$ cat config.mk
export PLATFORM = sky130hd
export DESIGN_NAME = booth_seq_ctrl_flat
export DESIGN_NICKNAME = d
export VERILOG_FILES = /design/src/rtl/booth_seq_ctrl_if.sv /design/src/rtl/booth_seq_ctrl.sv /design/src/flat_wrapper.sv
export SDC_FILE = /design/constraint.sdc
export NUM_CORES = 1
export LEC_CHECK = 0
export ABC_AREA = 1
export BUFFER_PORTS_ARGS = -buffer_cell sky130_fd_sc_hd__buf_2
export CAP_MARGIN = 20
export CORE_ASPECT_RATIO = 1.5
export CORE_MARGIN = 4
export CORE_UTILIZATION = 30
export DETAILED_ROUTE_END_ITERATION = 8
export MAX_ROUTING_LAYER = met4
export PLACE_DENSITY_LB_ADDON = 0.05
export SLEW_MARGIN = 10
export SYNTH_ARGS = -nofsm -noshare
export SYNTH_HDL_FRONTEND = slang
export SYNTH_SLANG_ARGS = --single-unit
$ cat constraint.sdc
create_clock -name clk -period 2.3 [get_ports clk]
set_clock_uncertainty 0.1 [all_clocks]
set_input_delay 0.69 -clock clk [delete_from_list [all_inputs] [get_ports clk]]
set_output_delay 0.69 -clock clk [all_outputs]
set_load 0.05 [all_outputs]
$ cat src/rtl/booth_seq_ctrl_if.sv
// booth_seq_ctrl_if -- bundle of the Booth controller's operand/product
// handshakes and its connection to the shared external N+1-bit adder.
//
// Handshake rule (both channels): a transfer happens on a rising clk edge
// where valid and ready are both high. The sender keeps valid and data stable
// until that edge. The controller raises in_ready only in IDLE and out_valid
// only in DONE.
//
// Signals:
//   in_valid/in_ready/mcand/mplier   operand channel (tb -> controller)
//   out_valid/out_ready/product      product channel (controller -> tb)
//   add_a/add_b/add_cin              adder operands driven by the controller
//   add_sum                          adder result, combinational from add_*
//   add_en                           iteration performs a real add/subtract
//   dbg_state                        controller FSM state, for observation
//
// Modports: slave = controller side, master = environment side.
interface booth_seq_ctrl_if #(parameter int N = 8);
  logic           in_valid;
  logic           in_ready;
  logic [N-1:0]   mcand;
  logic [N-1:0]   mplier;
  logic           out_valid;
  logic           out_ready;
  logic [2*N-1:0] product;
  logic [N:0]     add_a;
  logic [N:0]     add_b;
  logic           add_cin;
  logic [N:0]     add_sum;
  logic           add_en;
  logic [1:0]     dbg_state;

  modport slave (
    input  in_valid, mcand, mplier, out_ready, add_sum,
    output in_ready, out_valid, product, add_a, add_b, add_cin, add_en,
           dbg_state
  );

  modport master (
    output in_valid, mcand, mplier, out_ready, add_sum,
    input  in_ready, out_valid, product, add_a, add_b, add_cin, add_en,
           dbg_state
  );
endinterface

$ cat src/rtl/booth_seq_ctrl.sv
// booth_seq_ctrl -- sequential radix-2 Booth multiplier controller.
// Accepts a signed N x N operand pair, runs N Booth iterations through one
// shared external N+1-bit adder (one iteration per cycle) and returns the
// signed 2N-bit product.
//
// Ports:
//   clk   rising-edge clock
//   rst   asynchronous, active-high reset; discards any in-flight operation
//   bus   booth_seq_ctrl_if.slave: operand/product handshakes, adder
//         connection (add_a/add_b/add_cin out, add_sum in), add_en hint and
//         dbg_state (0=IDLE, 1=CALC, 2=DONE)
module booth_seq_ctrl #(
  parameter int N = 8
) (
  input  logic clk,
  input  logic rst,
  booth_seq_ctrl_if.slave bus
);

  localparam int CW = $clog2(N + 1);

  typedef enum logic [1:0] {
    IDLE = 2'd0,
    CALC = 2'd1,
    DONE = 2'd2
  } state_t;

  state_t        state_q;
  state_t        state_d;
  logic [N:0]    acc;
  logic [N-1:0]  q;
  logic          qm1;
  logic [N:0]    m;
  logic [CW-1:0] cnt;

  // FSM state register
  always_ff @(posedge clk or posedge rst) begin
    if (rst) begin
      state_q <= IDLE;
    end else begin
      state_q <= state_d;
    end
  end

  // Next state and outputs
  always_comb begin
    state_d       = state_q;
    bus.in_ready  = 1'b0;
    bus.out_valid = 1'b0;
    bus.product   = '0;
    bus.add_b     = '0;
    bus.add_cin   = 1'b0;
    bus.add_en    = 1'b0;
    case (state_q)
      IDLE: begin
        bus.in_ready = 1'b1;
        if (bus.in_valid) state_d = CALC;
      end
      CALC: begin
        // Booth recoding of {q[0], qm1}: 01 adds m, 10 subtracts m as
        // ~m + 1; 00/11 pass acc through the adder unchanged.
        case ({q[0], qm1})
          2'b01: begin
            bus.add_b  = m;
            bus.add_en = 1'b1;
          end
          2'b10: begin
            bus.add_b   = ~m;
            bus.add_cin = 1'b1;
            bus.add_en  = 1'b1;
          end
          default: ;
        endcase
        if (cnt == CW'(N - 1)) state_d = DONE;
      end
      DONE: begin
        bus.out_valid = 1'b1;
        bus.product   = {acc[N-1:0], q};
        if (bus.out_ready) state_d = IDLE;
      end
      default: state_d = IDLE;
    endcase
  end

  // Datapath registers
  always_ff @(posedge clk or posedge rst) begin
    if (rst) begin
      acc <= '0;
      q   <= '0;
      qm1 <= 1'b0;
      m   <= '0;
      cnt <= '0;
    end else begin
      case (state_q)
        IDLE: begin
          if (bus.in_valid) begin
            acc <= '0;
            q   <= bus.mplier;
            qm1 <= 1'b0;
            m   <= {bus.mcand[N-1], bus.mcand};
            cnt <= '0;
          end
        end
        CALC: begin
          // Arithmetic shift right of {add_sum, q, qm1}; the adder carry-out
          // is dropped since the N+1-bit accumulator cannot overflow.
          acc <= {bus.add_sum[N], bus.add_sum[N:1]};
          q   <= {bus.add_sum[0], q[N-1:1]};
          qm1 <= q[0];
          cnt <= cnt + 1'b1;
        end
        default: ;
      endcase
    end
  end

  assign bus.add_a     = acc;
  assign bus.dbg_state = state_q;

endmodule

$ cat src/flat_wrapper.sv
// flat-port wrapper written by rule: the top's interface ports become plain ports
module booth_seq_ctrl_flat 
#(
  parameter int N = 8
)
  (clk, rst, bus_in_valid, bus_mcand, bus_mplier, bus_out_ready, bus_add_sum, bus_in_ready, bus_out_valid, bus_product, bus_add_a, bus_add_b, bus_add_cin, bus_add_en, bus_dbg_state);
  booth_seq_ctrl_if #(.N(N)) bus_i ();
  input  logic clk;
  input  logic rst;
  input wire logic [$bits(bus_i.in_valid)-1:0] bus_in_valid;
  input wire logic [$bits(bus_i.mcand)-1:0] bus_mcand;
  input wire logic [$bits(bus_i.mplier)-1:0] bus_mplier;
  input wire logic [$bits(bus_i.out_ready)-1:0] bus_out_ready;
  input wire logic [$bits(bus_i.add_sum)-1:0] bus_add_sum;
  output wire logic [$bits(bus_i.in_ready)-1:0] bus_in_ready;
  output wire logic [$bits(bus_i.out_valid)-1:0] bus_out_valid;
  output wire logic [$bits(bus_i.product)-1:0] bus_product;
  output wire logic [$bits(bus_i.add_a)-1:0] bus_add_a;
  output wire logic [$bits(bus_i.add_b)-1:0] bus_add_b;
  output wire logic [$bits(bus_i.add_cin)-1:0] bus_add_cin;
  output wire logic [$bits(bus_i.add_en)-1:0] bus_add_en;
  output wire logic [$bits(bus_i.dbg_state)-1:0] bus_dbg_state;
  assign bus_i.in_valid = bus_in_valid;
  assign bus_i.mcand = bus_mcand;
  assign bus_i.mplier = bus_mplier;
  assign bus_i.out_ready = bus_out_ready;
  assign bus_i.add_sum = bus_add_sum;
  assign bus_in_ready = bus_i.in_ready;
  assign bus_out_valid = bus_i.out_valid;
  assign bus_product = bus_i.product;
  assign bus_add_a = bus_i.add_a;
  assign bus_add_b = bus_i.add_b;
  assign bus_add_cin = bus_i.add_cin;
  assign bus_add_en = bus_i.add_en;
  assign bus_dbg_state = bus_i.dbg_state;
  booth_seq_ctrl #(.N(N)) u_core (.clk(clk), .rst(rst), .bus(bus_i));
endmodule
### Word-level counts from Yosys, hierarchy flattened

Index checks and enable logic that the tools add are counted.

* add/subtract/negate cells: 1
* eq/ne operators: 8
* muxes and demuxes: 21
* bitwise logic cells: 1
* reduce and logical (&&, ||, !) cells: 6

Operator list (number)
* one-hot mux 9 bit (2 select lines): 2
* two-way mux 9 bit: 2
* two-way mux 16 bit: 1
* one-hot mux 8 bit (2 select lines): 1
* NOT 9 bit: 1
* two-way mux 8 bit: 1
* one-hot mux 4 bit (2 select lines): 1
* two-way mux 1 bit: 7
* two-way mux 2 bit: 3
* one-hot mux 2 bit (3 select lines): 1
* adder 4 x 1 -> 4 bit (second input constant): 1
* == test 2 x 1 -> 1 bit (second input constant): 2
* == test 2 bit (second input constant): 2
* == test 4 x 3 -> 1 bit (second input constant): 1
* two-way mux 4 bit: 1
* inequality test 2 bit (second input constant): 2
* AND reduction 2 bit: 2
* AND reduction 3 bit: 1
* zero test 2 bit: 1
* inequality test 2 x 1 -> 1 bit (second input constant): 1
* one-hot mux 1 bit (2 select lines): 1
* nonzero test 2 bit: 1
* OR reduction 2 bit: 1

* flip-flop bits (word level): 32
* input bits: 29
* output and inout bits: 40
* word-level logic and storage cells: 43

### Logic depth before layout (Yosys ltp)

* word-level depth: 4
* gate-level depth with buffers: 7
* gate-level depth less buffers: 7

### Least setup slack after synthesis

No wires, ideal clock.

* path type: register to output
* start point: register u_core.state_q[1] (netlist: u_core.bus.dbg_state[1])
* end point: output port bus_product[10]
* arrival: 2.376 ns
* required time: 1.510 ns
* slack: -0.866 ns
* cell stages (with the launch flop): 6
* buffers on the path: 1
* cell sequence: dfrtp_1 > inv_1 > nor2_2 > inv_1 > buf_2 > nor2_1

* longest elaborated chain between the ends: 2

RTL lines
* start, declared: line booth_seq_ctrl.sv:28 `state_t state_q;`
* start signal, assigned: line booth_seq_ctrl.sv:41 `state_q <= state_d;`
* == test 2 bit: line booth_seq_ctrl.sv:54 `case (state_q)`
* two-way mux 16 bit: line booth_seq_ctrl.sv:54
* end, declared: line flat_wrapper.sv:17 `output wire logic [$bits(bus_i.product)-1:0] bus_product;`

No other way between the ends.

### Final worst setup path

* start point: register u_core.q[0]
* end point: output port bus_add_b[6]

* longest elaborated chain between the ends: 3
* elaborated cells on any way between the ends: 4
* those cells by class: eq/ne (2); mux (2)

RTL lines
* start, declared: line booth_seq_ctrl.sv:31 `logic [N-1:0] q;`
* start signal, assigned: line booth_seq_ctrl.sv:98 `q <= bus.mplier;`
* start signal, assigned: line booth_seq_ctrl.sv:108 `q <= {bus.add_sum[0], q[N-1:1]};`
* == test 2 bit or == test 2 x 1 -> 1 bit (tied branches): line booth_seq_ctrl.sv:62 `case ({q[0], qm1})`
* one-hot mux 9 bit (2 select lines) (*): line booth_seq_ctrl.sv:62
* two-way mux 9 bit (*): line booth_seq_ctrl.sv:54
* end, declared: line flat_wrapper.sv:19 `output wire logic [$bits(bus_i.add_b)-1:0] bus_add_b;`

Every way passes the cells marked *; elsewhere a longest branch is shown, timed or not.

==> summary.txt <==
Run status
  • Status: finished, final reports clean

Placement
  • Dpl cell area: 2150 um2
  • PortBufs: 68
  • Post-placement cell count: 345
  • Final GP Congestion: 0.699
  • HPWL Detailed: 3080 um

Clocking
  • TritonCTS clock tree: done
  • Worst-path clk slew: 0.06 ns
  • Inserted Clock Buffers: 5
  • Clock buffer depth: 2
  • Clock root buffer: clkbuf_8
  • Clk_lat worst skew: 0.27 ns
  • H-tree Lvls: 2
  • Clock sink count: 31
  • Postcts setup bufs: 0

Die
  • Die H: 97.3 um
  • Die ar.: 6580 um2
  • I/O pin count: 69
  • Initial core utilization: 30.9%
  • Die Wd: between 60 and 70 um
  • Rows: 32
  • Core area: 5160 um2

Synth
  • Most numerous cell in the Yosys netlist: nand2_1
  • Ys async rst share: 100%
  • Synthesized net count: between 200 and 250
  • Post-synthesis cell count: between 200 and 250
  • Biggest area consumer among synthesized cells: dfrtp_1
  • Synth Area in XOR/XNOR: 0%
  • Mean Syn Cell Area: around 7.4 um2
  • Synth top area share: 48.6%
  • Syn. warnings: 0
  • Post-Syn Area: 1600 um2
  • Adder-Cell Fraction of Synth Area: 2.35%
  • Dominant synthesized flop cell: dfrtp_1
  • Synth cell types: 18
  • #FFs+latches synth: 31
  • Top cells by area, synth: dfrtp_1 49%, nand2_1 16%, o21ai_0 7.8%, inv_1 7.3%, nor2_1 4.7%
  • Synth Area in Simple Gates: 25.5%
  • Mux contribution to synthesized area: 0%
  • Number of flops mapped to enable cells by yosys: 0
  • Post-synth top cells: 70 x nand2_1, 31 x dfrtp_1, 31 x inv_1
  • Synth Area in Compound Gates: 12.6%
  • Register area share after synthesis: 48.6%
  • Largest family of logic cells by synthesized area: simple AND/OR/NAND/NOR gates

Global route
  • Vias in the first global route: about 1500
  • Global-route wire length before repair: 6830 um
  • Antenna violations before repair: 0
  • GRT overflow: 0
  • GRT Overall Usage: 13.8%
  • Largest net degree at the start of global routing: 20

Timing
  • Fin crit share: between 90% and 100%
  • Worst slew margin: between 70% and 80%
  • Final hold vios: 0
  • # setup viols final: 0
  • Worst-Margin Slew: around 0.38 ns
  • Hold_ws: 0.316 ns
  • Final min period: 2.23 ns
  • Slew Viols, Final: 0
  • Max Freq: between 0.4 and 0.5 GHz

Final layout
  • Final #Nets: 316
  • Fin cells: 351
  • Share of cells above drive strength 1: between 40% and 50%
  • Final Util: between 40 and 50%
  • N_diodes: 0
  • Final non-filler cell area: ~2300 um2
  • Layout area overhead: 43.9%

Routing
  • DRC Markers: 0
  • Total wire length: 4010 um
  • Final ANT Viol Nets: 0
  • Drt initial violations: 21
  • Via count: 1544
  • Drt first pass iters: 4
  • WL/cell: 11.4 um
  • DR vias/cell: 4.40

Critical path
  • CP startpoint kind: flop
  • Critical path arrival: 1.44 ns
  • Ordered list of cells on the worst path: inv_2 > ha_4 > o21ai_0 > a21oi_2 > buf_4
  • R2R cell count: 6
  • CP max-delay cell: dfrtp_1
  • Critical Path RT: 1.51 ns
  • CP Capture Type: output port
  • WS Path Type: reg2out
  • Crit path max fanout: 5
  • CP peak stage delay: 0.43 ns

Power and ir drop
  • Pwr Total: 3.85 mW
  • Max VDD drop: 688 uV
  • Cell area power density: 1680 nW/um2
  • Leakage power total: 1.20 nW

Run
  • Max Cap Viol: 0

Hold path
  • Hold/Removal Path Class: in2async
routing by layer:
metal  part of all wire (%)  up-vias  track usage (%)
met5                      0        -                -
met4                    1.7        0             4.69
met3                    5.8        7             2.89
met2                     53       45             23.7
met1                     40      699             15.2
li1                       -      793                -
worst paths after layout:
check,startpoint,end,slack [ns]
worst max-delay path,u_core.q[0],bus_add_b[6],0.07
worst min-delay path,rst,u_core.cnt[0],0.32
worst max register to register,u_core.bus.dbg_state[0],u_core.q[7],0.77
worst min register to register,u_core.q[2],u_core.q[2],0.38
max in group asynchronous,rst,u_core.m[6],1.55
min in group clk,u_core.q[2],u_core.q[2],0.38
kinds of logic after synthesis:
| kind of cell | after synthesis |
|---|---|
| AND/OR/NAND/NOR | 99 |
| buffers and inverters | 42 |
| AO/OA/AOI/OAI | 40 |
| flip-flops | 31 |
| adder cells (fa/ha/maj) | 3 |
flip-flops by register name (all words and copies together), names as in the netlist:
| name | flops |
|---|---|
| u_core.cnt | 4 |
| u_core.bus.dbg_state | 2 |
| u_core.qm1 | 1 |
| u_core.m | 8 |
| u_core.q | 8 |
| u_core.bus.add_a | 8 |
cell type report:
type                    instances  area [um2]
repair buffers                 72         417
clock buffers                   6        72.6
well taps                      68        85.1
multi-input cells             142         817
fillers                       555        2870
flip-flops and latches         31         778
inverters                      32         128
worst max-delay path: cells and delay by family (launching register included):
family	cells	cell delay [ns]
flip-flops	1	0.43
AO/OA/AOI/OAI	2	0.29
buffers and inverters	2	0.28
adder cells (fa/ha/maj)	1	0.18
per-stage QoR:
| stage | TNS (ns) | setup WS, ns |
|---|---|---|
| 3_3_place_gp | 0 | 0.231 |
| 3_5_place_dp | 0 | 0.194 |
| 4_1_cts | -0.0216 | -0.0109 |
| 6_report | 0 | 0.0734 |
| 5_1_grt | -0.0266 | -0.0266 |
| 2_1_floorplan | -0.796 | -0.0720 |
power by group:
part	internal, mW	switching (mW)
combinational	0.686	1.78
clock	0.201	0.166
sequential	0.813	0.204
what timing repair did:
action                                  in CTS  in global routing
endpoints found under the setup margin      10                 21
resized for setup                           12                 14
hold buffers                                 0                  0
cell usage in the layout (no fill, tap or decap):
cell	Yosys	final
clkbuf_4	0	4
dfrtp_2	0	2
inv_4	0	1
a21oi_1	10	2
buf_4	2	11
a21oi_4	0	1
nand3_1	2	2
nand2_4	2	3
ha_4	0	2
nor2_2	1	8
nand2_1	70	70
ha_1	3	1
nor2_4	1	12
buf_2	8	54
o21ai_0	25	24
inv_2	1	5
a21oi_2	0	7
o21ai_2	0	1
inv_1	31	25
inv_6	0	1
dfrtp_1	31	29
clkbuf_8	0	5
clkbuf_1	0	1
o22ai_1	1	1
nor2_1	20	2
nand4_1	2	2
o21ai_1	4	4
buf_6	0	3
No activity file was read; power rests on OpenSTA's default activity.
